==> config.mk <==
export PLATFORM = sky130hd
export DESIGN_NAME = alucontrol_seq
export DESIGN_NICKNAME = d
export VERILOG_FILES = /design/src/rtl/alucontrol_pkg.sv /design/src/rtl/alucontrol_seq_decode.sv /design/src/rtl/alucontrol_seq.sv
export SDC_FILE = /design/constraint.sdc
export NUM_CORES = 1
export LEC_CHECK = 0
export ABC_AREA = 1
export CAP_MARGIN = 10
export CORE_MARGIN = 1
export CORE_UTILIZATION = 35
export DETAILED_ROUTE_END_ITERATION = 16
export GPL_TIMING_DRIVEN = 0
export PLACE_DENSITY = 0.66
export SYNTH_ARGS = -nofsm -noshare
export SYNTH_HDL_FRONTEND = slang
export SYNTH_SLANG_ARGS = --single-unit
==> constraint.sdc <==
create_clock -name clk -period 2.9 [get_ports clk]
set_input_delay 0.435 -clock clk [delete_from_list [all_inputs] [get_ports clk]]
set_output_delay 0.435 -clock clk [all_outputs]
set_load 0.03 [all_outputs]
==> src/rtl/alucontrol_pkg.sv <==
// Shared opcode/funct/ALU-op constants for the exec-stage ALU control.
// FN_DIV/ALUOP_DIV only decode when ALUCTL_DIV_EN is defined.
package alucontrol_pkg;

  localparam logic [5:0] OP_RTYPE    = 6'h00;
  localparam logic [5:0] OP_LDB      = 6'h01;
  localparam logic [5:0] OP_LDW      = 6'h02;
  localparam logic [5:0] OP_STB      = 6'h03;
  localparam logic [5:0] OP_STW      = 6'h04;
  localparam logic [5:0] OP_LI       = 6'h05;
  localparam logic [5:0] OP_ADDI     = 6'h06;
  localparam logic [5:0] OP_BEQ      = 6'h07;
  localparam logic [5:0] OP_ORI      = 6'h08;
  localparam logic [5:0] OP_LUI      = 6'h09;
  localparam logic [5:0] OP_MOV      = 6'h0A;
  localparam logic [5:0] OP_JUMP     = 6'h0B;
  localparam logic [5:0] OP_TLBWRITE = 6'h0C;
  localparam logic [5:0] OP_IRET     = 6'h0D;

  localparam logic [5:0] FN_SLL = 6'h00;
  localparam logic [5:0] FN_MUL = 6'h18;
  localparam logic [5:0] FN_DIV = 6'h1A;
  localparam logic [5:0] FN_ADD = 6'h20;
  localparam logic [5:0] FN_SUB = 6'h22;

  // Zero is reserved as the reset value of the registered op.
  localparam int ALUOP_ADD  = 1;
  localparam int ALUOP_SUB  = 2;
  localparam int ALUOP_ORI  = 3;
  localparam int ALUOP_LUI  = 4;
  localparam int ALUOP_MOV  = 5;
  localparam int ALUOP_JUMP = 6;
  localparam int ALUOP_SLL  = 7;
  localparam int ALUOP_MUL  = 8;
  localparam int ALUOP_DIV  = 9;

  localparam logic LAT_SEL_MUL = 1'b0;
  localparam logic LAT_SEL_DIV = 1'b1;

endpackage

==> src/rtl/alucontrol_seq_decode.sv <==
// Combinational opcode/funct decode: ALU op, multi-cycle class, latency select,
// hold (no op change) and illegal flags. DIV decode gated by ALUCTL_DIV_EN.
module alucontrol_decode
  import alucontrol_pkg::*;
#(
  parameter int ALUOP_W = 5
) (
  input  logic [5:0]         opcode,
  input  logic [5:0]         funct,
  output logic [ALUOP_W-1:0] op,
  output logic               is_multi,
  output logic               lat_sel,
  output logic               hold,
  output logic               illegal
);

  always_comb begin
    op       = '0;
    is_multi = 1'b0;
    lat_sel  = LAT_SEL_MUL;
    hold     = 1'b0;
    illegal  = 1'b0;
    case (opcode)
      OP_LDB, OP_LDW, OP_STB, OP_STW, OP_LI, OP_ADDI: op = ALUOP_W'(ALUOP_ADD);
      OP_BEQ:                 op = ALUOP_W'(ALUOP_SUB);
      OP_ORI:                 op = ALUOP_W'(ALUOP_ORI);
      OP_LUI:                 op = ALUOP_W'(ALUOP_LUI);
      OP_MOV:                 op = ALUOP_W'(ALUOP_MOV);
      OP_JUMP:                op = ALUOP_W'(ALUOP_JUMP);
      OP_TLBWRITE, OP_IRET:   hold = 1'b1;
      OP_RTYPE: begin
        case (funct)
          FN_ADD: op = ALUOP_W'(ALUOP_ADD);
          FN_SUB: op = ALUOP_W'(ALUOP_SUB);
          FN_SLL: op = ALUOP_W'(ALUOP_SLL);
          FN_MUL: begin
            op       = ALUOP_W'(ALUOP_MUL);
            is_multi = 1'b1;
          end
`ifdef ALUCTL_DIV_EN
          FN_DIV: begin
            op       = ALUOP_W'(ALUOP_DIV);
            is_multi = 1'b1;
            lat_sel  = LAT_SEL_DIV;
          end
`endif
          default: illegal = 1'b1;
        endcase
      end
      default: illegal = 1'b1;
    endcase
  end

endmodule

==> src/rtl/alucontrol_seq.sv <==
// Registered ALU control with valid/ready handshake and multi-cycle MUL/DIV
// scheduling. Optional DIV support: define ALUCTL_DIV_EN.
module alucontrol_seq
  import alucontrol_pkg::*;
#(
  parameter int ALUOP_W = 5,
  parameter int MUL_LAT = 3,
  parameter int DIV_LAT = 8
) (
  input  logic               clk,
  input  logic               reset,
  input  logic               in_valid,
  input  logic [5:0]         opcode,
  input  logic [5:0]         funct,
  input  logic               flush,
  input  logic               out_ready,
  output logic               in_ready,
  output logic [ALUOP_W-1:0] aluop_out,
  output logic               out_valid,
  output logic               busy,
  output logic               illegal
);

`ifdef ALUCTL_DIV_EN
  localparam int MAX_LAT = (MUL_LAT > DIV_LAT) ? MUL_LAT : DIV_LAT;
`else
  localparam int MAX_LAT = MUL_LAT;
`endif
  localparam int CNT_W = $clog2(MAX_LAT + 1);

  typedef enum logic {ST_IDLE = 1'b0, ST_MULTI = 1'b1} state_e;

  state_e             state_q, state_d;
  logic [CNT_W-1:0]   cnt_q, cnt_d;
  logic [ALUOP_W-1:0] aluop_q, aluop_d;
  logic               out_valid_q, out_valid_d;
  logic               illegal_q, illegal_d;

  logic [ALUOP_W-1:0] dec_op;
  logic               dec_multi, dec_lat_sel, dec_hold, dec_illegal;
  logic               accept, go_multi, multi_done;
  logic [CNT_W-1:0]   cnt_load;

  alucontrol_decode #(.ALUOP_W(ALUOP_W)) u_decode (
    .opcode   (opcode),
    .funct    (funct),
    .op       (dec_op),
    .is_multi (dec_multi),
    .lat_sel  (dec_lat_sel),
    .hold     (dec_hold),
    .illegal  (dec_illegal)
  );

  // A latency of 1 makes MUL/DIV behave as ordinary single-cycle ops.
  assign go_multi   = dec_multi && ((dec_lat_sel == LAT_SEL_DIV) ? (DIV_LAT > 1) : (MUL_LAT > 1));
  assign cnt_load   = (dec_lat_sel == LAT_SEL_DIV) ? CNT_W'(DIV_LAT - 1) : CNT_W'(MUL_LAT - 1);
  assign in_ready   = (state_q == ST_IDLE) && (!out_valid_q || out_ready) && !flush;
  assign accept     = in_valid && in_ready;
  assign multi_done = (state_q == ST_MULTI) && (cnt_q <= CNT_W'(1));

  always_ff @(posedge clk or posedge reset) begin
    if (reset) begin
      state_q     <= ST_IDLE;
      cnt_q       <= '0;
      aluop_q     <= '0;
      out_valid_q <= 1'b0;
      illegal_q   <= 1'b0;
    end else begin
      state_q     <= state_d;
      cnt_q       <= cnt_d;
      aluop_q     <= aluop_d;
      out_valid_q <= out_valid_d;
      illegal_q   <= illegal_d;
    end
  end

  always_comb begin
    state_d = state_q;
    cnt_d   = cnt_q;
    if (flush) begin
      state_d = ST_IDLE;
      cnt_d   = '0;
    end else begin
      case (state_q)
        ST_IDLE: begin
          if (accept && go_multi) begin
            state_d = ST_MULTI;
            cnt_d   = cnt_load;
          end
        end
        ST_MULTI: begin
          if (multi_done) begin
            state_d = ST_IDLE;
            cnt_d   = '0;
          end else begin
            cnt_d = cnt_q - CNT_W'(1);
          end
        end
        default: begin
          state_d = ST_IDLE;
          cnt_d   = '0;
        end
      endcase
    end
  end

  always_comb begin
    aluop_d     = aluop_q;
    out_valid_d = out_valid_q;
    illegal_d   = 1'b0;
    if (flush) begin
      out_valid_d = 1'b0;
    end else begin
      if (out_valid_q && out_ready) out_valid_d = 1'b0;
      if (multi_done) out_valid_d = 1'b1;
      if (accept) begin
        if (go_multi) begin
          aluop_d     = dec_op;
          out_valid_d = 1'b0;
        end else begin
          out_valid_d = 1'b1;
          illegal_d   = dec_illegal;
          if (!dec_hold && !dec_illegal) aluop_d = dec_op;
        end
      end
    end
  end

  assign aluop_out = aluop_q;
  assign out_valid = out_valid_q;
  assign busy      = (state_q == ST_MULTI);
  assign illegal   = illegal_q;

endmodule

==> results.json <==
{
  "area_growth_pct": 42.3,
  "antennaDiodeCount": 0,
  "fp.dieH_um": 46.9,
  "ys_seq_elements": 9,
  "initial_core_util_pct": 39.1,
  "clk_path_buf_depth": 2,
  "gp_congestion": 0.777,
  "maxSlewViolCount": 0,
  "vias": 730,
  "endpoint_kind": "primary output",
  "fin_crit_ns": 2.32,
  "layout-drive-gt1-share_pct": 11.9,
  "place_area_um2": 976,
  "routed_wl_mm": 1.43,
  "status": "finished, final reports clean",
  "yosys-top-cells-area": "dfrtp_1, nand2_1, nand3_1",
  "finalSetupViolCount": 0,
  "cts_resized": 0,
  "required_ns": 2.47,
  "drtPass1Iterations": 4,
  "fin_area_um2": 1000,
  "synthDistinctLibCells": 23,
  "syn_inst": 106,
  "period_share_pct": 80.1,
  "yosys_warnings": 0,
  "tns_ns": 0,
  "synth_largest_area_cell": "dfrtp_1",
  "clk_latency_ns": 0.26,
  "clock-sinks": 9,
  "wl_per_cell_um": 8.97,
  "syn_area_um2": 704,
  "crit_fanout": 5,
  "tritoncts": "yes",
  "nets": 153,
  "p_leak_nw": 0.528,
  "vias_per_cell": 4.59,
  "cp_cell_sequence": "clkdlybuf4s50_1 -> nor3_4 -> clkdlybuf4s50_1",
  "cts-buffers-inserted": 3,
  "hold_path_class": "in -> async",
  "drv_cap": 0,
  "rsz0062_at_grt": "false",
  "hpwl_mm": 1.26,
  "ant_nets": 0,
  "grt_overflow": 0,
  "gr-usage-all-layers_pct": 15.1,
  "core_area_um2": 1800,
  "ios": 26,
  "dieWidth_um": 46.9,
  "synth_top_area_share_pct": 32.0,
  "avgSynthCellArea_um2": 6.65,
  "hold_violations": 0,
  "post_cts_buffers": 0,
  "die_area_um2": 2200,
  "placement_rows": 15,
  "grt_antenna_before_repair": 0,
  "p_total_uw": 328,
  "power_density_nw_per_um2": 327,
  "preCtsSetupSlack_ns": 0.575,
  "grt_pass1_wl_mm": 2.35,
  "grt_max_degree": 10,
  "clk_pin_slew_ns": 0.06,
  "ys_seq_area_share_pct": 32.0,
  "cp_common_cell": "clkdlybuf4s50_1",
  "cts.htree.levels": 1,
  "drc": 0,
  "root_buffer": "clkbuf_4",
  "slowest_stage": "clkdlybuf4s50_1",
  "syn_nets": 124,
  "cp-start-kind": "input port",
  "worst_slack_ns": 0.577,
  "cpPeakStageDelay_ns": 0.69,
  "fmax_mhz": 430,
  "drt_iter0_drc": 20,
  "crit_type": "in -> out",
  "io_buffers": 24,
  "ctsHoldBuffers": 0,
  "skew_ns": 0.00789,
  "grt_pass1_vias": 605,
  "arrival_ns": 1.89,
  "ir_drop_uv": 119
}
==> synthesized netlist by cell type, drive strengths merged <==
master   n
a21oi    2
a31oi    2
and2     1
buf      1
conb     1
dfrtp    9
ha       1
inv     18
nand2   26
nand3   18
nand3b   1
nand4    1
nor2    20
nor3     2
o21ai    1
o31ai    1
or2      1
==> flip-flops by register name, summed over array words and instances (netlist names) <==
| signal | cells |
|---|---|
| cnt_q | 2 |
| out_valid | 1 |
| illegal | 1 |
| aluop_out | 4 |
| busy | 1 |
==> cell type report <==
type	instances	area [um^2]
inverters	18	67.6
multi-input cells	78	404
clock buffers	4	26.3
fillers	188	800
repair buffers	24	240
plain buffers	1	7.51
well taps	25	31.3
flip-flops and latches	9	225
==> power breakdown <==
group	switching, mW	leakage, nW	internal (mW)
combinational	0.0534	0.391	0.0454
clock	0.0404	0.0150	0.0528
sequential	0.00296	0.122	0.133
==> metal layers <==
metal / wire length [um] / up-vias / track usage (%)
met2: 730 / 22 / 26.4
met3: 39 / 4 / 1.54
li1: - / 386 / -
met4: 32 / 0 / 8.57
met1: 625 / 318 / 18.0
met5: 0 / - / 0
==> critical path: cells and delay by family <==
family	cells	cell delay (ns)
buffers and inverters	2	1.21
and+or+nand+nor	1	0.24
==> logic make-up (layout without fill, tap and decap cells) <==
family	after synthesis	after routing	synth area share, %
flops	9	9	32.0
compound gates	6	6	4.97
other cells	1	1	0.532
simple gates	70	70	50.1
fa+ha+maj	1	1	1.78
buf+inv	19	47	10.7
==> final timing paths <==
check,start,slack (ns),to,cells past startpoint
hold reg to reg,aluop_out[3],0.46,aluop_out[3],2
max in group asynchronous,reset,2.21,aluop_out[0],2
setup / recovery,flush,0.58,in_ready,3
hold / removal,reset,0.44,cnt_q[0],2
min in group clk,aluop_out[3],0.46,aluop_out[3],2
setup reg to reg,busy,1.66,aluop_out[0],6
==> cell usage in the layout, fill, tap and decap left out <==
master and n:
nand2_1 24, clkdlybuf4s50_1 24, inv_1 17, nor2_1 15, nand3_1 15, dfrtp_1 9, nand3_2 3, nor2_2 3
clkbuf_4 3, nand2_2 2, nor2_4 2, a31oi_1 2, a21oi_1 2, nor3_4 1, inv_2 1, nand4_1 1
o21ai_0 1, o31ai_1 1, and2_1 1, or2_0 1, nor3_1 1, nand3b_1 1, ha_1 1, buf_4 1
conb_1 1, clkbuf_1 1
==> through the flow <==
stage / hold slack [ns] / std cells / utilization, %
3_5_place_dp: 0.458 / 155 / 54.2
6_report: 0.438 / 159 / 55.6
4_1_cts: 0.451 / 159 / 55.6
5_1_grt: 0.490 / 159 / 55.6
2_1_floorplan: 0.263 / 106 / -
3_3_place_gp: 0.454 / 155 / 54.2
Power figures use the tool's default switching activity.
